File: config.mk
export PLATFORM = sky130hd
export DESIGN_NAME = playtime_display
export DESIGN_NICKNAME = d
export VERILOG_FILES = /design/src/rtl/audioplay_pkg.sv /design/src/rtl/sevenseg_enc.sv /design/src/rtl/playtime_display.sv
export SDC_FILE = /design/constraint.sdc
export NUM_CORES = 1
export LEC_CHECK = 0
export CAP_MARGIN = 10
export CORE_MARGIN = 4
export CORE_UTILIZATION = 45
export DETAILED_ROUTE_END_ITERATION = 8
export PLACE_DENSITY = 0.68
export SETUP_SLACK_MARGIN = 0.2
export SLEW_MARGIN = 20
export SYNTH_ARGS = -nofsm -noshare
export SYNTH_HDL_FRONTEND = slang
export SYNTH_HIERARCHICAL = 1
export SYNTH_SLANG_ARGS = --single-unit
File: constraint.sdc
create_clock -name clk_clk -period 2.2 [get_ports clk_clk]
set_clock_uncertainty 0.2 [all_clocks]
set_input_delay 0.44 -clock clk_clk [delete_from_list [all_inputs] [get_ports clk_clk]]
set_output_delay 0.44 -clock clk_clk [all_outputs]
set_load 0.005 [all_outputs]
File: src/rtl/audioplay_pkg.sv
// Shared types and constants for the audioplay display path.
package audioplay_pkg;

    typedef logic [3:0] bcd_t;

    localparam int DEFAULT_SAMPLE_RATE = 48000;

    // Active-low segments, bit0 = a .. bit6 = g.
    localparam logic [6:0] HEX_BLANK = 7'h7F;
    localparam logic [6:0] HEX_LUT [0:9] = '{
        7'h40, 7'h79, 7'h24, 7'h30, 7'h19,
        7'h12, 7'h02, 7'h78, 7'h00, 7'h10
    };

endpackage

File: src/rtl/sevenseg_enc.sv
// BCD digit to active-low seven-segment code; non-decimal codes blank the digit.
module sevenseg_enc
    import audioplay_pkg::*;
(
    input  bcd_t       digit,
    output logic [6:0] hex
);

    // Table lookup with blank fallback for codes 10..15.
    always_comb begin
        hex = HEX_BLANK;
        if (digit <= 4'd9) begin
            hex = HEX_LUT[digit];
        end
    end

endmodule

File: src/rtl/playtime_display.sv
// Elapsed-playback MM:SS timer driven by codec DACLRCK frames.
// Optional build macro PLAYTIME_BLANK_EN: blanks min2 whenever the minutes-tens digit is 0.
module playtime_display
    import audioplay_pkg::*;
#(
    parameter int SAMPLE_RATE = DEFAULT_SAMPLE_RATE,
    parameter int SYNC_STAGES = 2
) (
    input  logic       clk_clk,
    input  logic       reset_reset_n,
    input  logic       lrck,
    input  logic       run,
    input  logic       clr,
    output logic       sec_tick,
    output logic [6:0] seg1,
    output logic [6:0] seg2,
    output logic [6:0] min1,
    output logic [6:0] min2
);

    localparam int CNT_W = $clog2(SAMPLE_RATE);
    localparam logic [CNT_W-1:0] CNT_LAST = CNT_W'(SAMPLE_RATE - 1);

`ifdef PLAYTIME_BLANK_EN
    localparam logic [6:0] MIN2_RST = HEX_BLANK;
`else
    localparam logic [6:0] MIN2_RST = HEX_LUT[0];
`endif

    logic [1:0]             rst_sync;
    logic                   rst_n;
    logic [SYNC_STAGES-1:0] lrck_sync;
    logic                   lrck_prev;
    logic                   frame_pulse;
    logic [CNT_W-1:0]       frame_cnt;
    logic                   sec_wrap;
    bcd_t                   s1, s2, m1, m2;
    logic [6:0]             hex_s1, hex_s2, hex_m1, hex_m2;
    logic [6:0]             min2_next;

    // Reset asserts immediately, releases two clocks after the pin deasserts.
    always_ff @(posedge clk_clk or negedge reset_reset_n) begin
        if (!reset_reset_n) begin
            rst_sync <= 2'b00;
        end else begin
            rst_sync <= {rst_sync[0], 1'b1};
        end
    end

    assign rst_n = rst_sync[1];

    // lrck synchroniser plus registered rising-edge detect.
    always_ff @(posedge clk_clk or negedge rst_n) begin
        if (!rst_n) begin
            lrck_sync   <= '0;
            lrck_prev   <= 1'b0;
            frame_pulse <= 1'b0;
        end else begin
            lrck_sync   <= {lrck_sync[SYNC_STAGES-2:0], lrck};
            lrck_prev   <= lrck_sync[SYNC_STAGES-1];
            frame_pulse <= lrck_sync[SYNC_STAGES-1] & ~lrck_prev;
        end
    end

    assign sec_wrap = run & frame_pulse & (frame_cnt == CNT_LAST);

    // Frame counter and BCD cascade; clr overrides everything in its cycle.
    always_ff @(posedge clk_clk or negedge rst_n) begin
        if (!rst_n) begin
            frame_cnt <= '0;
            sec_tick  <= 1'b0;
            s1        <= '0;
            s2        <= '0;
            m1        <= '0;
            m2        <= '0;
        end else if (clr) begin
            frame_cnt <= '0;
            sec_tick  <= 1'b0;
            s1        <= '0;
            s2        <= '0;
            m1        <= '0;
            m2        <= '0;
        end else begin
            sec_tick <= sec_wrap;
            if (run && frame_pulse) begin
                frame_cnt <= sec_wrap ? '0 : frame_cnt + CNT_W'(1);
            end
            if (sec_wrap) begin
                if (s1 == 4'd9) begin
                    s1 <= '0;
                    if (s2 == 4'd5) begin
                        s2 <= '0;
                        if (m1 == 4'd9) begin
                            m1 <= '0;
                            m2 <= (m2 == 4'd9) ? 4'd0 : m2 + 4'd1;
                        end else begin
                            m1 <= m1 + 4'd1;
                        end
                    end else begin
                        s2 <= s2 + 4'd1;
                    end
                end else begin
                    s1 <= s1 + 4'd1;
                end
            end
        end
    end

    sevenseg_enc u_enc_s1 (.digit(s1), .hex(hex_s1));
    sevenseg_enc u_enc_s2 (.digit(s2), .hex(hex_s2));
    sevenseg_enc u_enc_m1 (.digit(m1), .hex(hex_m1));
    sevenseg_enc u_enc_m2 (.digit(m2), .hex(hex_m2));

`ifdef PLAYTIME_BLANK_EN
    assign min2_next = (m2 == 4'd0) ? HEX_BLANK : hex_m2;
`else
    assign min2_next = hex_m2;
`endif

    // Registered HEX outputs, one clock behind the digit registers.
    always_ff @(posedge clk_clk or negedge rst_n) begin
        if (!rst_n) begin
            seg1 <= HEX_LUT[0];
            seg2 <= HEX_LUT[0];
            min1 <= HEX_LUT[0];
            min2 <= MIN2_RST;
        end else begin
            seg1 <= hex_s1;
            seg2 <= hex_s2;
            min1 <= hex_m1;
            min2 <= min2_next;
        end
    end

endmodule

# ---- Word-level counts from Yosys, hierarchy flattened
# Memory sizes are Yosys's and may differ from the RTL's.
# Cells that the tools add are included.
dict set report op_classes {
  n_eq_ne 5
  n_bitwise 8
  n_addsub 5
  order_cmp 8
  reduce_logical 9
  muxes 34
}
# op n
set ops {}
lappend ops {{2-to-1 mux 7 bit} 12}
lappend ops {{2-to-1 mux 4 bit} 18}
lappend ops {{2-to-1 mux 16 bit} 3}
lappend ops {{>= comparator 5 bit, second input constant} 4}
lappend ops {{NOT 4 -> 5 bit} 4}
lappend ops {{adder 16 x 1 -> 16 bit, second input constant} 1}
lappend ops {{adder 4 x 1 -> 4 bit, second input constant} 4}
lappend ops {{equality test 16 bit, second input constant} 1}
lappend ops {{<= comparator 4 bit, second input constant} 4}
lappend ops {{equality test 4 bit, second input constant} 3}
lappend ops {{nonzero test 2 bit} 5}
lappend ops {{equality test 4 x 3 -> 1 bit, second input constant} 1}
lappend ops {{AND reduction 4 bit} 1}
lappend ops {{AND 1 bit} 3}
lappend ops {{AND reduction 3 bit} 1}
lappend ops {{AND reduction 2 bit} 1}
lappend ops {{logical AND 1 bit} 1}
lappend ops {{2-to-1 mux 1 bit} 1}
lappend ops {{NOT 1 bit} 1}
dict set report totals {
  memories 4
  output_inout_bits 29
  register_bits 67
  rom_bits 448
  input_bits 5
}
# name words word_bits rd rd_ports_with_merged_regs wr line
set mem_list {}
lappend mem_list {{(name not given)} 16 7 1 0 0 sevenseg_enc.sv:13} ;# hex = HEX_LUT[digit];
lappend mem_list {{(name not given)} 16 7 1 0 0 sevenseg_enc.sv:13}
lappend mem_list {{(name not given)} 16 7 1 0 0 sevenseg_enc.sv:13}
lappend mem_list {{(name not given)} 16 7 1 0 0 sevenseg_enc.sv:13}

# ---- Logic depth before layout (Yosys ltp)
dict set report logic_depth {
  depth_word 7
  mapped_depth 8
  mapped_depth_nobuf 7
}

# ---- Cells and area by module
# Netlist, hierarchy kept.
# module cells_each seq_area_each_um2 area_each_um2 n_inst
set by_module_without_submodules {}
lappend by_module_without_submodules {playtime_display 237 1681.6 2700.1 1}
lappend by_module_without_submodules {sevenseg_enc 30 0.0 206.4 4}

# ---- Worst setup path after synthesis
# Ideal clock, no wire load.
dict set report synth_path {
  kind {reg-to-reg}
  from {register frame_cnt[0]}
  to {register s2[3]}
  period_less_slack_ps 2053
  arrival_time_ps 1775
  setup_ps 78
  t_required_ps 1922
  path_buffers 0
  path_stages_with_launch 7
  path_slack_ps 147
  cell_sequence {dfrtp_1 > ha_1 > nand3_2 > nor4_4 > nand3_2 > or4_1 > a21oi_1}
}
dict set report synth_between {
  elab_chain_len 4
}
# element line
set synth_rtl {}
lappend synth_rtl {{start: declaration} playtime_display.sv:35} ;# logic [CNT_W-1:0] frame_cnt;
lappend synth_rtl {{start signal: assignment} playtime_display.sv:86} ;# frame_cnt <= sec_wrap ? '0 : frame_cnt + CNT_W'(1);
lappend synth_rtl {{equality test 16 bit} playtime_display.sv:65} ;# assign sec_wrap = run & frame_pulse & (frame_cnt == CNT_LAST);
lappend synth_rtl {{AND 1 bit} playtime_display.sv:65}
lappend synth_rtl {{nonzero test 2 bit (no source line)} --}
lappend synth_rtl {{AND reduction 2 bit (no source line)} --}
lappend synth_rtl {{end signal: assignment} playtime_display.sv:100} ;# s2 <= s2 + 4'd1;
lappend synth_rtl {{end: declaration} playtime_display.sv:37} ;# bcd_t s1, s2, m1, m2;
# Every way passes these cells.
# A chain may end at the register's enable or synchronous reset.

# ---- Final worst setup path
dict set report layout_path {
  from {register frame_cnt[12]}
  to {register m1[2]}
}
dict set report layout_between {
  elab_chain_len 4
}
# element line
set layout_rtl {}
lappend layout_rtl {{equality test 16 bit} playtime_display.sv:65}
lappend layout_rtl {{AND 1 bit} playtime_display.sv:65}
lappend layout_rtl {{nonzero test 2 bit (no source line)} --}
lappend layout_rtl {{AND reduction 3 bit (no source line)} --}
lappend layout_rtl {{end signal: assignment} playtime_display.sv:97} ;# m1 <= m1 + 4'd1;
lappend layout_rtl {{end: declaration} playtime_display.sv:37}
# Every way passes these cells.

==> summary.md <==
| Metric | Value |
|---|---|
| Status | `finished clean` |
| Vias in the first global route | `2694` |
| Share of post-route cells with drive strength above 1 | `0.200` |
| Endpoint kind of the worst setup timing path | `flop` |
| Worst-path cell with the longest stage delay | `sky130_fd_sc_hd__or4_4` |
| Setup repair after global routing missed its margin | `true` |
| Layout fillers | `675` |
| Cells after Synth | `357` |
| Achievable Freq | `498 MHz` |
| Portion of the clock cycle consumed by the worst path in the final layout | `0.913` |
| Yosys warnings | `6` |
| Category of the worst setup path launch point | `flop` |
| Full die area | `9320 µm²` |
| Clock net sink count | `67` |
| Wire length of the first global-routing pass | `11800 µm` |
| Largest net degree at the start of global routing | `37` |
| Count of vias placed by the detailed router | `2709` |
| Largest vdd supply drop | `0.308 mV` |
| Library cells used by synthesis | `40` |
| Average detailed-routed wire length per instance | `12.9 µm` |
| Critical path data arrival time | `2.09 ns` |
| Leading post-synthesis cells by cell area | `sky130_fd_sc_hd__dfrtp_1, sky130_fd_sc_hd__ha_1, sky130_fd_sc_hd__nor2_1, sky130_fd_sc_hd__a21oi_1, sky130_fd_sc_hd__nand2_1` |
| Buffers on Ports | `33` |
| Antenna violations before repair | `0` |
| Hold violation count in the final report | `0` |
| Final setup violating endpoints | `0` |
| CTS tree | `done` |
| DIE HEIGHT | `96.5 µm` |
| Largest stage delay on the critical path | `0.44 ns` |
| Total power | `2200 µW` |
| Seq cells post-synth | `67` |
| Final Max Tran Viols | `0` |
| Total number of placement rows | `32` |
| Synthesized area per cell | `9.88 µm²` |
| Synthesized area | `3530 µm²` |
| Detailed-route vias per instance | `5.04` |
| Number of nets with antenna violations after detailed routing | `0` |
| Syn_nets | `391` |
| Count of maximum capacitance violations | `0` |
| Time the final worst path needs with I/O delays and setup | `2.01 ns` |
| Diodes inserted | `0` |
| GRT Residual Overflow | `0` |
| Fin util | `0.584` |
| Insertion delay of the later-clocked pin in the worst-skew pair | `0.34 ns` |
| Residual DRC count | `0` |
| Type of the most critical hold path | `in -> async` |
| Starting Density | `0.459` |
| Buffer levels on the longest clock path | `2` |
| Count of hold buffers inserted by post-cts repair | `0` |
| Detailed-placement wirelength estimate | `4550 µm` |
| Count of routing violations after the opening detailed-route iteration | `87` |
| Horiz. Die Dim | `96.5 µm` |
| Top-Level Pins | `34` |
| Routability congestion estimate | `0.822` |
| CP max FO | `8` |
| Static Leak | `0.00195 µW` |
| Global Route Usage Sum | `0.162` |
| Clk Tree Root Cell | `sky130_fd_sc_hd__clkbuf_8` |
| Largest area contributor in the synthesized netlist | `sky130_fd_sc_hd__dfrtp_1` |
| Total power divided by cell area | `490 nW/µm²` |
| Buffers plus inverters on the worst setup path | `1` |
| Final-layout worst hold slack | `0.0515 ns` |
| Synth-to-layout area growth | `27.3%` |
| Final TNS setup | `0 ns` |
| H-tree Lvls | `3` |
| Net count, final | `464` |
| Final wirelength | `6930 µm` |
| Data required time at the worst endpoint | `2.28 ns` |
| Family with the most delay on the worst path | `simple AND/OR/NAND/NOR gates` |
| Total iterations of the first detailed-routing run | `4` |
| Cells traversed along the worst timing path | `nand3_2, nor4_4, buf_4, nand4_4, or4_4, a21oi_2` |
| Clock-pin slew on the worst setup and hold paths | `0.07 ns` |
| Fraction of synthesized cell area taken by the top area cell type | `0.447` |
| Total CTS buffers | `9` |
| Crit path kind | `reg -> reg` |
| Sequential area share after synthesis | `0.477` |
| Area of the core region | `7690 µm²` |
[path summary, 6_finish.rpt]
check / from / to / slack, ns / cells past startpoint
max: frame_cnt[12] / m1[2] / 0.19 / 6
min: reset_reset_n / rst_sync[0] / 0.05 / 1
max reg2reg: frame_cnt[12] / m1[2] / 0.19 / 6
min reg2reg: rst_sync[1] / min2[5] / 0.08 / 1
max in group asynchronous: rst_sync[1] / seg2[6] / 1.34 / 1
min in group clk_clk: rst_sync[0] / rst_sync[1] / 0.15 / 0
[cells in the mapped netlist]
library cell,count
sky130_fd_sc_hd__dfrtp_1,63
sky130_fd_sc_hd__a31oi_1,2
sky130_fd_sc_hd__or3_1,9
sky130_fd_sc_hd__mux2i_1,5
sky130_fd_sc_hd__nand4_1,3
sky130_fd_sc_hd__clkbuf_1,4
sky130_fd_sc_hd__buf_6,4
sky130_fd_sc_hd__ha_1,29
sky130_fd_sc_hd__xnor2_1,8
sky130_fd_sc_hd__inv_1,18
sky130_fd_sc_hd__buf_2,4
sky130_fd_sc_hd__o21ai_1,4
sky130_fd_sc_hd__nand2b_1,5
sky130_fd_sc_hd__a2bb2oi_1,4
sky130_fd_sc_hd__nand4b_1,1
sky130_fd_sc_hd__nor4_4,2
sky130_fd_sc_hd__nor3_1,3
sky130_fd_sc_hd__a21oi_1,35
sky130_fd_sc_hd__or2b_1,4
sky130_fd_sc_hd__nor2_1,48
sky130_fd_sc_hd__o21bai_1,4
sky130_fd_sc_hd__and3b_1,2
sky130_fd_sc_hd__conb_1,1
sky130_fd_sc_hd__nor4_1,4
sky130_fd_sc_hd__nand2_1,32
sky130_fd_sc_hd__dfstp_2,4
sky130_fd_sc_hd__a22oi_2,4
sky130_fd_sc_hd__o21ai_0,15
sky130_fd_sc_hd__and4_1,1
sky130_fd_sc_hd__and3_1,2
sky130_fd_sc_hd__o221ai_1,1
sky130_fd_sc_hd__nand3_1,10
sky130_fd_sc_hd__o22a_1,4
sky130_fd_sc_hd__or3b_1,1
sky130_fd_sc_hd__nand4_2,1
sky130_fd_sc_hd__xor2_1,6
sky130_fd_sc_hd__nor2b_1,4
sky130_fd_sc_hd__nand3_2,3
sky130_fd_sc_hd__or4_1,2
sky130_fd_sc_hd__nand3b_1,1
[per-layer routing]
| metal | wire length [µm] | vias to the layer above | share of wire | GRT usage |
|---|---|---|---|---|
| met1 | 3270 | 1281 | 0.47 | 0.206 |
| met2 | 3260 | 54 | 0.47 | 0.255 |
| li1 | - | 1365 | - | - |
| met4 | 103 | 0 | 0.015 | 0.0678 |
| met5 | 0 | - | 0 | 0 |
| met3 | 302 | 9 | 0.044 | 0.0503 |
[where the power goes]
part	internal [µW]	leakage [µW]	total (µW)	switching [µW]
clock network	404	0.0000887	889	486
logic	21.9	0.000958	65.1	43.2
registers	1240	0.000904	1240	4.60
total	1660	0.00195	2200	534
[registers in the layout, indices dropped and copies added (netlist names), 2 cells and up]
name	count
m1	4
seg1	7
s1	4
s2	4
seg2	7
min2	7
m2	4
rst_sync	2
frame_cnt	16
min1	7
lrck_sync	2
[through the flow]
step,cell area (µm²),worst slack [ns],std cells
after floorplan,3530,0.247,357
final,4490,0.192,537
after CTS,4360,0.0819,527
after detailed placement,4120,-0.322,507
after global placement,4120,-0.276,507
after global routing,4490,0.0995,537
[what timing repair did]
| action | 4_1_cts | 5_1_grt |
|---|---|---|
| setup buffers | 4 | 10 |
| resized for setup | 14 | 14 |
| setup endpoints to repair | 17 | 21 |
| cloned | 0 | 0 |
| pin swaps | 10 | 7 |
[cells in the final DEF (no fill, tap or decap), drive strengths merged, types with 6 or more instances in the layout]
| cell | Yosys | final |
|---|---|---|
| xor2 | 6 | 6 |
| dfrtp | 63 | 63 |
| o21ai | 19 | 19 |
| ha | 29 | 29 |
| nand2 | 32 | 32 |
| a21oi | 35 | 35 |
| xnor2 | 8 | 8 |
| inv | 18 | 18 |
| buf | 8 | 41 |
| clkinv | 0 | 6 |
| clkdlybuf4s50 | 0 | 28 |
| nand3 | 13 | 13 |
| clkbuf | 4 | 9 |
| nor2 | 48 | 48 |
| or3 | 9 | 9 |
| nor4 | 6 | 6 |
[cell families (layout without fill, tap and decap cells)]
family / Yosys count / in the layout / synth area share
DFF: 67 / 67 / 0.477
buffers and inverters: 30 / 108 / 0.0419
other: 1 / 1 / 0.00106
muxes: 5 / 5 / 0.0142
adders and majority gates: 29 / 29 / 0.103
and+or+nand+nor: 138 / 138 / 0.203
AOI/OAI and AO/OA: 73 / 73 / 0.125
xor gates and xnor gates: 14 / 14 / 0.0348
[cell type report]
type                    instances  area, µm²  share of cell area
multi-input cells             260       1780               0.398
flip-flops and latches         67       1690               0.376
repair buffers                 74        652               0.145
well taps                     102        128              0.0284
clock buffers                   9        124              0.0276
inverters                      18       67.6              0.0151
clock inverters                 7       45.0              0.0100
No activity file was read; power rests on OpenSTA's default activity.
